File: src/rtl/frame_motion_ctrl.sv
`default_nettype none
// ============================================================================
// frame_motion_ctrl -- once-per-frame box mover (buttons + PS/2 arrows), speed ramp, clamp
// Revision: 1.0
// ============================================================================
module frame_motion_ctrl #(
  parameter int VIDEO_WIDTH  = 640,
  parameter int VIDEO_HEIGHT = 480,
  parameter int BOX_SIZE     = 50,
  parameter int INIT_X       = 100,
  parameter int INIT_Y       = 100,
  parameter int MAX_SPEED    = 4,
  parameter int RAMP_FRAMES  = 8,
  parameter int COORD_W      = 10
) (
  input  logic               clk_i,
  input  logic               reset_i,
  input  logic               screen_end_i,
  input  logic               btn_up_i,
  input  logic               btn_right_i,
  input  logic               btn_down_i,
  input  logic               btn_left_i,
  input  logic [7:0]         rx_data_i,
  input  logic               read_data_i,
  output logic [COORD_W-1:0] box_x_o,
  output logic [COORD_W-1:0] box_y_o,
  output logic [3:0]         key_held_o,
  output logic [2:0]         speed_o,
  output logic               frame_tick_o,
  output logic               moving_o
);

  localparam int HOLD_W = (RAMP_FRAMES > 1) ? $clog2(RAMP_FRAMES) : 1;
  localparam logic [HOLD_W-1:0]  HOLD_LAST = HOLD_W'(RAMP_FRAMES - 1);
  localparam logic [2:0]         SPEED_MAX = 3'(MAX_SPEED);
  localparam logic [COORD_W:0]   X_MAX     = (COORD_W+1)'(VIDEO_WIDTH - BOX_SIZE);
  localparam logic [COORD_W:0]   Y_MAX     = (COORD_W+1)'(VIDEO_HEIGHT - BOX_SIZE);

  typedef enum logic [1:0] {
    K_IDLE    = 2'd0,
    K_EXT     = 2'd1,
    K_EXT_BRK = 2'd2,
    K_BRK     = 2'd3
  } kstate_e;

  kstate_e             kstate_q;
  logic                se_prev_q;
  logic [COORD_W-1:0]  box_x_q, box_y_q;
  logic [COORD_W-1:0]  box_x_d, box_y_d;
  logic [2:0]          speed_q;
  logic [HOLD_W-1:0]   hold_cnt_q;
  logic [3:0]          key_held_q;
  logic                frame_tick_q;
  logic                moving_q;

  logic                upd_w;
  logic                req_u_w, req_r_w, req_d_w, req_l_w;
  logic                x_pos_w, x_neg_w, y_pos_w, y_neg_w;
  logic [COORD_W:0]    step_w;
  logic [COORD_W:0]    x_sum_w, x_dif_w, y_sum_w, y_dif_w;

  assign upd_w   = screen_end_i & ~se_prev_q;

  assign req_u_w = btn_up_i    | key_held_q[3];
  assign req_r_w = btn_right_i | key_held_q[2];
  assign req_d_w = btn_down_i  | key_held_q[1];
  assign req_l_w = btn_left_i  | key_held_q[0];

  // Opposing requests cancel to a zero net direction.
  assign x_pos_w = req_r_w & ~req_l_w;
  assign x_neg_w = req_l_w & ~req_r_w;
  assign y_pos_w = req_d_w & ~req_u_w;
  assign y_neg_w = req_u_w & ~req_d_w;

  assign step_w  = {{(COORD_W-2){1'b0}}, speed_q};
  assign x_sum_w = {1'b0, box_x_q} + step_w;
  assign x_dif_w = {1'b0, box_x_q} - step_w;
  assign y_sum_w = {1'b0, box_y_q} + step_w;
  assign y_dif_w = {1'b0, box_y_q} - step_w;

  always_comb begin
    box_x_d = box_x_q;
    if (x_pos_w) begin
      box_x_d = (x_sum_w > X_MAX) ? X_MAX[COORD_W-1:0] : x_sum_w[COORD_W-1:0];
    end else if (x_neg_w) begin
      box_x_d = ({1'b0, box_x_q} < step_w) ? '0 : x_dif_w[COORD_W-1:0];
    end
  end

  always_comb begin
    box_y_d = box_y_q;
    if (y_pos_w) begin
      box_y_d = (y_sum_w > Y_MAX) ? Y_MAX[COORD_W-1:0] : y_sum_w[COORD_W-1:0];
    end else if (y_neg_w) begin
      box_y_d = ({1'b0, box_y_q} < step_w) ? '0 : y_dif_w[COORD_W-1:0];
    end
  end

  // Frame update, speed ramp and registered status outputs.
  always_ff @(posedge clk_i) begin
    if (reset_i) begin
      se_prev_q    <= 1'b1;
      box_x_q      <= COORD_W'(INIT_X);
      box_y_q      <= COORD_W'(INIT_Y);
      speed_q      <= 3'd1;
      hold_cnt_q   <= '0;
      frame_tick_q <= 1'b0;
      moving_q     <= 1'b0;
    end else begin
      se_prev_q    <= screen_end_i;
      frame_tick_q <= upd_w;
      if (upd_w) begin
        box_x_q <= box_x_d;
        box_y_q <= box_y_d;
        if (x_pos_w | x_neg_w | y_pos_w | y_neg_w) begin
          moving_q <= 1'b1;
          if (hold_cnt_q == HOLD_LAST) begin
            hold_cnt_q <= '0;
            if (speed_q < SPEED_MAX) speed_q <= speed_q + 3'd1;
          end else begin
            hold_cnt_q <= hold_cnt_q + 1'b1;
          end
        end else begin
          moving_q   <= 1'b0;
          speed_q    <= 3'd1;
          hold_cnt_q <= '0;
        end
      end
    end
  end

  // PS/2 scan-code decoder: only extended make/break codes touch the arrow flags.
  always_ff @(posedge clk_i) begin
    if (reset_i) begin
      kstate_q   <= K_IDLE;
      key_held_q <= 4'b0000;
    end else if (read_data_i) begin
      case (kstate_q)
        K_IDLE: begin
          if (rx_data_i == 8'hE0)      kstate_q <= K_EXT;
          else if (rx_data_i == 8'hF0) kstate_q <= K_BRK;
          else                         kstate_q <= K_IDLE;
        end
        K_EXT: begin
          kstate_q <= K_IDLE;
          case (rx_data_i)
            8'hF0: kstate_q <= K_EXT_BRK;
            8'hE0: kstate_q <= K_EXT;
            8'h75: key_held_q[3] <= 1'b1;
            8'h74: key_held_q[2] <= 1'b1;
            8'h72: key_held_q[1] <= 1'b1;
            8'h6B: key_held_q[0] <= 1'b1;
            default: ;
          endcase
        end
        K_EXT_BRK: begin
          kstate_q <= K_IDLE;
          case (rx_data_i)
            8'h75: key_held_q[3] <= 1'b0;
            8'h74: key_held_q[2] <= 1'b0;
            8'h72: key_held_q[1] <= 1'b0;
            8'h6B: key_held_q[0] <= 1'b0;
            default: ;
          endcase
        end
        default: kstate_q <= K_IDLE;
      endcase
    end
  end

  assign box_x_o      = box_x_q;
  assign box_y_o      = box_y_q;
  assign key_held_o   = key_held_q;
  assign speed_o      = speed_q;
  assign frame_tick_o = frame_tick_q;
  assign moving_o     = moving_q;

endmodule
`default_nettype wire

File: config.mk
export PLATFORM = sky130hd
export DESIGN_NAME = frame_motion_ctrl
export DESIGN_NICKNAME = d
export VERILOG_FILES = /design/src/rtl/frame_motion_ctrl.sv
export SDC_FILE = /design/constraint.sdc
export NUM_CORES = 1
export LEC_CHECK = 0
export ABC_AREA = 1
export CELL_PAD_IN_SITES_DETAIL_PLACEMENT = 0
export CELL_PAD_IN_SITES_GLOBAL_PLACEMENT = 1
export CORE_MARGIN = 2
export CORE_UTILIZATION = 41
export CTS_BUF_LIST = sky130_fd_sc_hd__clkbuf_16
export DETAILED_ROUTE_END_ITERATION = 6
export PLACE_DENSITY = 0.87
export SYNTH_ARGS = -nofsm -noshare
export SYNTH_HDL_FRONTEND = slang
export SYNTH_SLANG_ARGS = --single-unit
export TNS_END_PERCENT = 5
File: constraint.sdc
create_clock -name clk_i -period 5 [get_ports clk_i]
set_input_delay 1 -clock clk_i [delete_from_list [all_inputs] [get_ports clk_i]]
set_output_delay 1 -clock clk_i [all_outputs]
set_load 0.005 [all_outputs]
* Yosys cells after proc, flatten, opt, wreduce, memory -nomap -nowiden
Index checks and enable logic that the tools add are counted.
** Operators by class
- Shift operators :: 0
- Order comparisons :: 5
- Equality and inequality tests :: 19
- Reduce and logical (&&, ||, !) cells :: 11
- Div/mod/pow operators :: 0
- $add $sub $neg :: 6
- Mux-type cells :: 27
- Bitwise logic cells :: 17
- Multiply operators :: 0
** Operators by type and width (count)
- $mux W10 :: 8
- $eq A8 B7 Y1 const B :: 4
- $add A10 B3 Y11 :: 2
- $lt A10 B3 Y1 :: 2
- $sub A10 B3 Y10 :: 2
- $eq A8 B8 Y1 const B :: 2
- $reduce_and A4 Y1 :: 4
- $mux W3 :: 5
- $gt A11 B10 Y1 const B :: 1
- $gt A11 B9 Y1 const B :: 1
- $ne A2 B1 Y1 const B :: 5
- $ne A2 B2 Y1 const B :: 5
- $mux W1 :: 9
- $pmux W2 S2 :: 2
- $pmux W4 S2 :: 1
- $or A1 B1 Y1 :: 7
- $add A3 B1 Y3 const B :: 2
- $reduce_bool A2 Y1 :: 3
- $and A1 B1 Y1 :: 5
- $not A1 Y1 :: 5
- $mux W2 :: 2
- $reduce_and A2 Y1 :: 2
- $eq A3 B3 Y1 const B :: 1
- $lt A3 B3 Y1 const B :: 1
- other kinds (4) :: 4
** Word-level totals
- Bits in latches :: 0
- ROM bits :: 0
- Memories kept :: 0
- Logic and storage cells :: 97
- Input bits :: 16
- RAM bits :: 0
- Register bits after elaboration :: 35
- Output and inout port bits :: 29

* Logic depth before layout (Yosys ltp)
Gate-level depths: netlist of the first run.
- Depth in word-level cells :: 8
- Gate-level depth with buffers :: 18
- Mapped depth without buffers :: 18

* Worst setup path before layout of the first run
OpenSTA, ideal clock, no wires.
- Path kind :: in2reg
- Start :: input btn_right_i
- End :: register box_x_q[0] (netlist: box_x_o[0])
- Data required time :: 4.930 ns
- Setup slack :: 2.685 ns
- Setup time :: 0.070 ns
- Stages :: 9
- Arrival :: 2.244 ns
- Cells stage by stage :: or2_2 > ha_1 > nor2_1 > inv_1 > nor2_1 > o21ai_0 > inv_1 > nand2_1 > a21oi_1
** On the way
- Word-level cells in the longest chain between the ends :: 5
** RTL lines
- start, declared :: line 20 : input logic btn_right_i,
- $or A1 B1 Y1 (*) :: line 65 : assign req_r_w = btn_right_i | key_held_q[2];
- $not A1 Y1 :: line 71 : assign x_neg_w = req_l_w & ~req_r_w;
- $and A1 B1 Y1 :: line 71
- $reduce_bool A2 Y1 (no source line)
- $reduce_and A2 Y1 (no source line)
- end signal, assigned :: line 103 : box_x_q <= COORD_W'(INIT_X);
- end signal, assigned :: line 113 : box_x_q <= box_x_d;
- end, declared :: line 48 : logic [COORD_W-1:0] box_x_q, box_y_q;
Mark *: on every way between the ends. The rest lies on a longest branch, timed or not.
A chain may end at the register's enable or synchronous reset.

* Final worst setup path of the first run
Ends and elaborated chain as after synthesis.

==> run metrics, run 1 <==
core footprint 0.00714 mm2; DRT Pass-1 Iters 4; antenna violations before repair 0; crit path cell chain clkdlybuf4s50_1 > or2_2 > ha_1 > nor2_1 > inv_1 > nor2_1 > o21ai_0 > inv_1 > nand2_1 > a21oi_1; Arr. time, crit path 3.31 ns; most used cells in the layout excluding fill and tap cells sky130_fd_sc_hd__nand2_1, sky130_fd_sc_hd__inv_1, sky130_fd_sc_hd__nor2_1, sky130_fd_sc_hd__clkdlybuf4s50_1, sky130_fd_sc_hd__a21oi_1; post-synthesis instance area 0.00298 mm2; compound-cell area share of the yosys netlist 0.146; root cell of the clock tree sky130_fd_sc_hd__clkbuf_16; Synth cell types 32; Power Dens Cells 201 mW/mm2; die outline area 0.00797 mm2; multiplexer share of the synthesized area 0; post-synthesis sequential area ratio 0.235; total count of max-transition violations in the final report 0; critical-path cell with the highest stage delay sky130_fd_sc_hd__nor2_1; maximum resistive drop on vdd 0.000119 V; Die Wd 89.3 um; Post-layout nets 564; buffers from clock root to sink, at most 2; Adder-Cell Fraction of Synth Area 0.115; number of enable flip-flop cells after synthesis 0; port bufs 44; number of cells upsized or downsized after cts 0; maximum clock frequency 321 MHz; clock period minus worst slack 3.12 ns; critical path capture point type flip-flop; synthesized-area fraction occupied by and/or/nand/nor cells 0.360; crit path kind input port to flip-flop; total routed wirelength 7.59 mm; maximum number of pins on one net before global-route repair 21; post-CTS setup repair buffer count 0; pin slew with the least headroom to its limit 0.734 ns; final setup violating endpoints 0; Startpoint Class input port; layout cells sized above 1 0.0840; number of placed I/O pins 45; dominant combinational cell family by area after synthesis simple AND/OR/NAND/NOR gates; total of warnings raised by yosys 0; final clock skew 0.00353 ns; hpwl dp 6.00 mm; clock tree from TritonCTS done; share of synthesized registers carrying an async set or reset 0; most common cell after layout, fill and taps aside sky130_fd_sc_hd__nand2_1; number of global-route vias before repair 2686; total track usage 0.200; number of core rows 31; share of the cycle needed by the critical path after routing 0.624; Leakage 0.00170 uW; Fin Setup TNS 0 ns; residual DRC count 0; headroom to the max-slew limit 0.509; final-report hold violation count 0; residual antenna-violating net count after detailed routing 0; weighted congestion reported at the end of routability-driven placement 0.810; wire length of the first global-routing pass 12.6 mm; post-synthesis xor/xnor area fraction 0.0352; total clock buffers created by CTS 5; min-delay worst type flip-flop to flip-flop; overall die height 89.3 um; largest driver fanout on the critical path 14; Syn Inst Count 479; latest clock arrival within the worst-skew pair 0.27 ns; count of state elements after synthesis 35; deepest level of the CTS H-tree 2; commonest register cell after synthesis sky130_fd_sc_hd__dfxtp_1; mean routed wirelength per cell 12.2 um; count of vias placed by the detailed router 3010; core utilization of the finished layout 0.512; number of sinks driven by the clock tree 35; worst endpoint required time 5.19 ns; hold_buf cts 0; mean post-synth cell area 6.23 um2; via/cell ratio 4.83; synthesis-to-finish area growth 22.6%; starting DRC count in detailed routing 76; RSZ-0062 raised after global routing no; Synth Net Count 520; Starting Density 0.418; run status finished, final reports clean; overflow left after global routing 0; stage delay of the slowest cell on the critical path 0.58 ns; clock input transition at the sequential cells of the worst setup and hold paths 0.05 ns; number of antenna cells inserted 0; count of max-cap constraint violations 0
-- path summary, 6_finish.rpt --
| check | startpoint | to | slack (ns) | cells after the start |
|---|---|---|---|---|
| max | btn_right_i | box_x_o[0] | 1.88 | 10 |
| min | key_held_o[1] | key_held_o[1] | 0.46 | 2 |
| max reg2reg | speed_o[0] | box_y_o[0] | 2.53 | 14 |
| min reg2reg | key_held_o[1] | key_held_o[1] | 0.46 | 2 |
-- cells in the mapped netlist, types with 6 or more instances --
cell / instances / area [um2]
sky130_fd_sc_hd__nand2_1: 127 / 477
sky130_fd_sc_hd__inv_1: 72 / 270
sky130_fd_sc_hd__nor2_1: 46 / 173
sky130_fd_sc_hd__a21oi_1: 38 / 190
sky130_fd_sc_hd__dfxtp_1: 35 / 701
sky130_fd_sc_hd__nand3_1: 30 / 150
sky130_fd_sc_hd__o21ai_0: 27 / 135
sky130_fd_sc_hd__ha_1: 21 / 263
sky130_fd_sc_hd__xor2_1: 12 / 105
sky130_fd_sc_hd__nand2_2: 9 / 56.3
sky130_fd_sc_hd__inv_2: 6 / 22.5
sky130_fd_sc_hd__nor2_2: 6 / 37.5
sky130_fd_sc_hd__or2_2: 6 / 37.5
-- logic make-up after synthesis --
group | after synthesis
adders and majority gates | 25
xor gates and xnor gates | 12
buffers and inverters | 86
DFF | 35
AOI/OAI and AO/OA | 79
and+or+nand+nor | 242
-- flip-flops by register name, summed over array words and instances, names as in the netlist --
name,flops
box_x_o,10
box_y_o,10
frame_tick_o,1
hold_cnt_q,3
key_held_o,4
kstate_q,2
moving_o,1
se_prev_q,1
speed_o,3
-- through the flow --
stage	worst slack [ns]	instances	total power (uW)	hold WS, ns	area, um2
global placement	1.69	615	450	0.451	3520
CTS	1.85	623	739	0.463	3660
global route	1.65	623	779	0.483	3660
finish	1.88	623	736	0.459	3660
detailed placement	1.60	615	451	0.454	3520
floorplan	2.69	479	396	0.449	2980
-- metal layers --
layer	up-vias	wire length (um)	global-route usage
met5	-	0	0
met3	8	200	0.0295
met4	0	65	0.0353
met2	42	3640	0.339
met1	1359	3680	0.272
li1	1601	-	-
-- critical path, delay by kind of cell --
kind                     cells  cell delay (ns)
adder cells (fa/ha/maj)      1             0.31
AO/OA/AOI/OAI                2             0.21
buffers and inverters        3             0.73
AND/OR/NAND/NOR              4             1.05
-- report_power, final --
part | internal [uW] | switching [uW] | total [uW]
Combinational | 62.7 | 76.5 | 139
Sequential | 290 | 16.0 | 306
Clock | 180 | 111 | 291
Total | 533 | 203 | 736
-- layout make-up --
type / count / area [um2]
repair buffers: 44 / 440
fillers: 754 / 3480
clock inverters: 3 / 12.5
well taps: 99 / 124
multi-input cells: 358 / 1960
flip-flops and latches: 35 / 701
inverters: 79 / 298
clock buffers: 5 / 125
(Power assumes the default switching activity.)
==> inputs of run 2 (changes only) <==
--- a/config.mk
+++ b/config.mk
@@ -9,10 +9,10 @@
 export CELL_PAD_IN_SITES_DETAIL_PLACEMENT = 0
 export CELL_PAD_IN_SITES_GLOBAL_PLACEMENT = 1
 export CORE_MARGIN = 2
-export CORE_UTILIZATION = 41
+export CORE_UTILIZATION = 34
 export CTS_BUF_LIST = sky130_fd_sc_hd__clkbuf_16
 export DETAILED_ROUTE_END_ITERATION = 6
-export PLACE_DENSITY = 0.87
+export PLACE_DENSITY = 0.77
 export SYNTH_ARGS = -nofsm -noshare
 export SYNTH_HDL_FRONTEND = slang
 export SYNTH_SLANG_ARGS = --single-unit
==> constraint.sdc (replaced) <==
create_clock -name clk_i -period 2.85 [get_ports clk_i]
set_input_delay 0.57 -clock clk_i [delete_from_list [all_inputs] [get_ports clk_i]]
set_output_delay 0.57 -clock clk_i [all_outputs]
set_load 0.005 [all_outputs]
==> run 2 against run 1 <==
- total power is 77% higher
- largest power group unchanged
- die area is 20% higher
- combinational power rose by 80%
- global-route usage decreased by 3.2 points
- clock-buffer cell count unchanged
- register-to-register slack lost 2.1 ns
- cell area up 1.2%
- flip-flop and latch count is the same
==> run metrics, run 2 (synthesis gave the netlist of run 1 again) <==
core footprint 0.00859 mm2 (was 0.00714 mm2); headroom to the max-slew limit 0.565 (was 0.509); Switching Share 0.280 (was 0.276); number of antenna cells inserted 0 (unchanged); final-report hold violation count 0 (unchanged); residual DRC count 0 (unchanged); number of sinks driven by the clock tree 35 (unchanged); Starting Density 0.347 (was 0.418); deepest level of the CTS H-tree 2 (unchanged); overflow left after global routing 0 (unchanged); Fin Setup TNS 0 ns (unchanged); Multi-input gate area 0.00196 mm2 (unchanged); worst endpoint required time 2.99 ns (was 5.19 ns); Reg power frac 0.412 (was 0.416); clock period minus worst slack 2.40 ns; number of global-route vias before repair 2879 (was 2686); total clock buffers created by CTS 5 (unchanged); via/cell ratio 4.73 (was 4.83); Post-layout nets 569 (was 564); most congested layer reported by global routing met2 (unchanged); total routed wirelength 7.84 mm (was 7.59 mm); core utilization of the finished layout 0.431 (was 0.512); combinational cell fraction of total power 0.192 (was 0.189); maximum number of pins on one net before global-route repair 21 (unchanged); hpwl dp 6.31 mm (was 6.00 mm); wire length of the first global-routing pass 13.4 mm (was 12.6 mm); share of the cycle needed by the critical path after routing 0.844; total track usage 0.167 (was 0.200); overall die height 97.7 um (was 89.3 um); min-delay worst type flip-flop to flip-flop (unchanged); RSZ-0062 raised after global routing no (unchanged); critical path capture point type flip-flop (unchanged); number of cells upsized or downsized after cts 0 (unchanged); weighted congestion reported at the end of routability-driven placement 0.861 (was 0.810); die outline area 0.00954 mm2 (was 0.00797 mm2); hold_buf cts 0 (unchanged); GR Layer Usage met1 0.212 (was 0.272); Die Wd 97.7 um (was 89.3 um); total count of max-transition violations in the final report 0 (unchanged); DRT Pass-1 Iters 4 (unchanged); Seq. cell area 701 um2 (unchanged); synthesis-to-finish area growth 24.1% (was 22.6%); crit path kind flip-flop to flip-flop (was input port to flip-flop); final clock skew 0.00264 ns (was 0.00353 ns); GRT met2 Usage 0.300 (was 0.339); clock tree from TritonCTS done (unchanged); pin slew with the least headroom to its limit 0.652 ns (was 0.734 ns); Leakage 0.00172 uW (was 0.00170 uW); clock network power share 0.395 (about the same); final setup violating endpoints 0 (unchanged); buffers from clock root to sink, at most 2 (unchanged); number of core rows 34 (was 31); antenna violations before repair 0 (unchanged); count of max-cap constraint violations 0 (unchanged); post-CTS setup repair buffer count 0 (unchanged); most used cells in the layout excluding fill and tap cells sky130_fd_sc_hd__nand2_1, sky130_fd_sc_hd__inv_1, sky130_fd_sc_hd__nor2_1, sky130_fd_sc_hd__clkdlybuf4s50_1, sky130_fd_sc_hd__a21oi_1 (unchanged); net load switching power 364 uW (was 203 uW); latest clock arrival within the worst-skew pair 0.27 ns (about the same); number of placed I/O pins 45 (unchanged); residual antenna-violating net count after detailed routing 0 (unchanged); clock input transition at the sequential cells of the worst setup and hold paths 0.06 ns (was 0.05 ns); maximum resistive drop on vdd 0.000221 V (was 0.000119 V); Power Dens Cells 351 mW/mm2 (was 201 mW/mm2); count of vias placed by the detailed router 3007 (was 3010); Arr. time, crit path 2.54 ns (was 3.31 ns); GRT met3 Usage 0.0216 (was 0.0295); most common cell after layout, fill and taps aside sky130_fd_sc_hd__nand2_1 (unchanged); maximum clock frequency 416 MHz; mean routed wirelength per cell 12.3 um (was 12.2 um); run status finished, final reports clean (unchanged); layout cells sized above 1 0.0928 (was 0.0840); Internal Pwr Total 937 uW (was 533 uW); root cell of the clock tree sky130_fd_sc_hd__clkbuf_16 (unchanged); Startpoint Class flip-flop (was input port); starting DRC count in detailed routing 76 (unchanged); port bufs 44 (unchanged); largest driver fanout on the critical path 7 (was 14); final-layout fill cell count 921 (was 754)
==> run 2: worst paths after layout <==
path / slack, ns / startpoint / end / depth (start not counted)
max: 0.45 / speed_o[0] / box_x_o[6] / 13
min: 0.48 / key_held_o[1] / key_held_o[1] / 2
max reg2reg: 0.45 / speed_o[0] / box_x_o[6] / 13
min reg2reg: 0.48 / key_held_o[1] / key_held_o[1] / 2
==> run 2: through the flow <==
stage | instance area, um2 | hold WS (ns) | setup slack, ns | std cells | total power (uW)
floorplan | 2980 | 0.449 | 0.707 | 479 | 695
global placement | 3570 | 0.456 | 0.381 | 629 | 798
detailed placement | 3570 | 0.472 | 0.393 | 629 | 798
CTS | 3700 | 0.480 | 0.433 | 636 | 1310
global route | 3700 | 0.496 | 0.192 | 636 | 1380
finish | 3700 | 0.478 | 0.446 | 636 | 1300
==> run 2: power groups by stage <==
stage,Combinational (uW),Sequential (uW),Clock (uW)
floorplan,155,540,0
global placement,251,547,0
detailed placement,251,547,0
CTS,252,537,524
global route,284,541,554
finish,250,536,514
==> run 2: worst max-delay path, cell delays in order, from the launching register on <==
cell	delay, ns
sky130_fd_sc_hd__dfxtp_1	0.47
sky130_fd_sc_hd__ha_1	0.20
sky130_fd_sc_hd__inv_1	0.06
sky130_fd_sc_hd__fa_1	0.37
sky130_fd_sc_hd__nand2_1	0.10
sky130_fd_sc_hd__nand2_1	0.10
sky130_fd_sc_hd__nor3_2	0.24
sky130_fd_sc_hd__nand3_1	0.17
sky130_fd_sc_hd__nand2_1	0.15
sky130_fd_sc_hd__inv_2	0.09
sky130_fd_sc_hd__a21oi_1	0.15
sky130_fd_sc_hd__nand2_1	0.06
sky130_fd_sc_hd__o21ai_1	0.07
sky130_fd_sc_hd__nand2_1	0.06
==> run 2: routing by layer <==
layer	share of wire	vias up
met2	0.50	38
met5	0	-
met4	0.0096	0
met1	0.47	1349
li1	-	1614
met3	0.024	6
==> run 2: final cells by class <==
type                            instances  share of cell area
Tap cell                              108              0.0365
Clock inverter                          2             0.00237
Timing Repair Buffer                   49               0.129
Multi-Input combinational cell        358               0.528
Inverter                               79              0.0805
Sequential cell                        35               0.189
Clock buffer                            5              0.0338
==> inputs of run 3 (changes only) <==
--- a/config.mk
+++ b/config.mk
@@ -9,10 +9,10 @@
 export CELL_PAD_IN_SITES_DETAIL_PLACEMENT = 0
 export CELL_PAD_IN_SITES_GLOBAL_PLACEMENT = 1
 export CORE_MARGIN = 2
-export CORE_UTILIZATION = 34
+export CORE_UTILIZATION = 38
 export CTS_BUF_LIST = sky130_fd_sc_hd__clkbuf_16
 export DETAILED_ROUTE_END_ITERATION = 6
-export PLACE_DENSITY = 0.77
+export PLACE_DENSITY = 0.82
 export SYNTH_ARGS = -nofsm -noshare
 export SYNTH_HDL_FRONTEND = slang
 export SYNTH_SLANG_ARGS = --single-unit
==> constraint.sdc (replaced) <==
create_clock -name clk_i -period 2.5 [get_ports clk_i]
set_input_delay 0.5 -clock clk_i [delete_from_list [all_inputs] [get_ports clk_i]]
set_output_delay 0.5 -clock clk_i [all_outputs]
set_load 0.005 [all_outputs]
==> run 3 against run 2 <==
- critical path type unchanged
- combinational power up 18%
- cell count up 0.63%
- worst setup slack worse by 0.21 ns
- largest cell class unchanged
- utilization up 6.3 points
- via count up 4.1%
- non-clock buffer count up 9
- critical endpoint is now box_y_o[0]
- fmax up 6.4%
==> run metrics, run 3 (synthesis gave the netlist of run 1 again) <==
clock tree from TritonCTS done (unchanged); total track usage 0.197 (was 0.167); root cell of the clock tree sky130_fd_sc_hd__clkbuf_16 (unchanged); core footprint 0.00765 mm2 (was 0.00859 mm2); synthesis-to-finish area growth 26.5% (was 24.1%); headroom to the max-slew limit 0.593 (was 0.565); overflow left after global routing 0 (unchanged); total count of max-transition violations in the final report 0 (unchanged); Power Dens Cells 395 mW/mm2 (was 351 mW/mm2); total clock buffers created by CTS 5 (unchanged); via/cell ratio 4.89 (was 4.73); share of the cycle needed by the critical path after routing 0.904 (was 0.844); hpwl dp 6.31 mm (about the same); number of gates on the worst path with buffers counted 15 (was 13); maximum clock frequency 442 MHz (was 416 MHz); number of core rows 32 (was 34); residual antenna-violating net count after detailed routing 0 (unchanged); internal reg-to-reg setup slack 0.24 ns (was 0.45 ns); Overall Power 1490 uW (was 1300 uW); maximum number of pins on one net before global-route repair 21 (unchanged); cell class contributing the biggest share of worst-path delay simple AND/OR/NAND/NOR gates (unchanged); worst-case hold slack 0.480 ns (was 0.478 ns); clock period minus worst slack 2.26 ns (was 2.40 ns); count of max-cap constraint violations 0 (unchanged); stage delay of the slowest cell on the critical path 0.38 ns (was 0.47 ns); number of placed I/O pins 45 (unchanged); antenna violations before repair 0 (unchanged); Finished Cell Area 0.00377 mm2 (was 0.00370 mm2); final-report hold violation count 0 (unchanged); maximum resistive drop on vdd 0.000368 V (was 0.000221 V); number of global-route vias before repair 2965 (was 2879); residual DRC count 0 (unchanged); crit path kind flip-flop to flip-flop (unchanged); weighted congestion reported at the end of routability-driven placement 0.837 (was 0.861); DRT Pass-1 Iters 4 (unchanged); deepest level of the CTS H-tree 2 (unchanged); most used cells in the layout excluding fill and tap cells sky130_fd_sc_hd__nand2_1, sky130_fd_sc_hd__inv_1, sky130_fd_sc_hd__nor2_1, sky130_fd_sc_hd__clkdlybuf4s50_1, sky130_fd_sc_hd__a21oi_1 (unchanged); Leakage 0.00177 uW (was 0.00172 uW); port bufs 44 (unchanged); critical path capture point type flip-flop (unchanged); latest clock arrival within the worst-skew pair 0.28 ns (was 0.27 ns); Arr. time, crit path 2.41 ns (was 2.54 ns); mean routed wirelength per cell 12.5 um (was 12.3 um); Post-layout nets 578 (was 569); overall die height 92.6 um (was 97.7 um); number of sinks driven by the clock tree 35 (unchanged); number of antenna cells inserted 0 (unchanged); startpoint of the worst-slack reg-to-reg timing path speed_o[0] (unchanged); worst endpoint required time 2.65 ns (was 2.99 ns); layout cells sized above 1 0.115 (was 0.0928); endpoint of the worst-slack reg-to-reg timing path box_y_o[0] (was box_x_o[6]); count of vias placed by the detailed router 3129 (was 3007); core utilization of the finished layout 0.493 (was 0.431); Startpoint Class flip-flop (unchanged); starting DRC count in detailed routing 138 (was 76); Starting Density 0.390 (was 0.347); Die Wd 92.6 um (was 97.7 um); wire length of the first global-routing pass 13.7 mm (was 13.4 mm); clock input transition at the sequential cells of the worst setup and hold paths 0.05 ns (was 0.06 ns); most common cell after layout, fill and taps aside sky130_fd_sc_hd__nand2_1 (unchanged); post-CTS setup repair buffer count 0 (unchanged); min-delay worst type flip-flop to flip-flop (unchanged); die outline area 0.00857 mm2 (was 0.00954 mm2); last element of the critical path box_y_o[0] (was box_x_o[6]); worst setup path startpoint speed_o[0] (unchanged); placed instance area 0.00363 mm2 (was 0.00357 mm2); final setup violating endpoints 0 (unchanged); pin slew with the least headroom to its limit 0.610 ns (was 0.652 ns); buffers from clock root to sink, at most 2 (unchanged); Worst R2R Path Depth 15 (was 13); largest driver fanout on the critical path 5 (was 7); crit path cell chain ha_1 > inv_1 > fa_1 > inv_1 > nand2_1 > nand2_1 > nand2_2 > o21ai_2 > nand2_1 > nor2_2 > nand2_2 > nand2_2 > nand2_2 > nand2_1 > a21oi_1 (was ha_1 > inv_1 > fa_1 > nand2_1 > nand2_1 > nor3_2 > nand3_1 > nand2_1 > inv_2 > a21oi_1 > nand2_1 > o21ai_1 > nand2_1); final clock skew 0.00558 ns (was 0.00264 ns); run status finished, final reports clean (unchanged); total routed wirelength 7.99 mm (was 7.84 mm); critical-path cell with the highest stage delay sky130_fd_sc_hd__dfxtp_2 (was sky130_fd_sc_hd__dfxtp_1); Buf+Inv Stages, Crit Path 2 (unchanged)
run 3: changes by cell type in the layout (fill, tap and decap cells not counted), sizes merged:
| cell | previous run | this run |
|---|---|---|
| buf | 5 | 14 |
| clkinv | 3 | 2 |
| inv | 78 | 80 |
run 3: worst min-delay path by stage:
stage | cells past startpoint | slack, ns | endpoint | startpoint
2_1_floorplan | 2 | 0.45 | hold_cnt_q[1] | hold_cnt_q[1]
5_1_grt | 2 | 0.50 | hold_cnt_q[1] | hold_cnt_q[1]
6_report | 2 | 0.48 | key_held_o[1] | key_held_o[1]
4_1_cts | 2 | 0.48 | hold_cnt_q[1] | hold_cnt_q[1]
3_5_place_dp | 2 | 0.47 | key_held_o[1] | key_held_o[1]
3_3_place_gp | 2 | 0.46 | hold_cnt_q[2] | hold_cnt_q[2]
run 3: repair_timing:
item / 4_1_cts / 5_1_grt
setup endpoints to repair: 0 / 4
resized for setup: 0 / 4
hold buffers: 0 / 0
run 3: final cells by class:
cell class | instances | area (um2)
clock inverters | 3 | 12.5
multi-input cells | 358 | 1960
inverters | 79 | 298
clock buffers | 5 | 125
flip-flops and latches | 35 | 703
repair buffers | 58 | 546
well taps | 102 | 128
fillers | 802 | 3870
run 3: worst reg2reg max path, cell delays in order (launching register included):
cell                      delay (ns)
sky130_fd_sc_hd__dfxtp_2        0.38
sky130_fd_sc_hd__ha_1           0.21
sky130_fd_sc_hd__inv_1          0.07
sky130_fd_sc_hd__fa_1           0.38
sky130_fd_sc_hd__inv_1          0.08
sky130_fd_sc_hd__nand2_1        0.07
sky130_fd_sc_hd__nand2_1        0.15
sky130_fd_sc_hd__nand2_2        0.12
sky130_fd_sc_hd__o21ai_2        0.12
sky130_fd_sc_hd__nand2_1        0.08
sky130_fd_sc_hd__nor2_2         0.13
sky130_fd_sc_hd__nand2_2        0.07
sky130_fd_sc_hd__nand2_2        0.07
sky130_fd_sc_hd__nand2_2        0.09
sky130_fd_sc_hd__nand2_1        0.08
sky130_fd_sc_hd__a21oi_1        0.06
run 3: metrics by stage:
stage / setup slack, ns / TNS (ns) / cells
2_1_floorplan: 0.357 / 0 / 479
3_3_place_gp: 0.217 / 0 / 632
3_5_place_dp: 0.169 / 0 / 632
4_1_cts: 0.156 / 0 / 640
5_1_grt: -0.00397 / -0.00397 / 640
6_report: 0.240 / 0 / 640
run 3: per-layer routing:
| metal | track usage | up-vias | share of wire |
|---|---|---|---|
| met2 | 0.323 | 65 | 0.46 |
| met1 | 0.270 | 1426 | 0.49 |
| met4 | 0.0535 | 0 | 0.0088 |
| met3 | 0.0285 | 6 | 0.041 |
| li1 | - | 1632 | - |
| met5 | 0 | - | 0 |
run 3: power breakdown:
group / switching [uW] / leakage (uW) / internal [uW] / total, uW
combinational: 160 / 0.00141 / 134 / 294
clock: 225 / 0.0000762 / 360 / 585
sequential: 30.9 / 0.000285 / 580 / 611
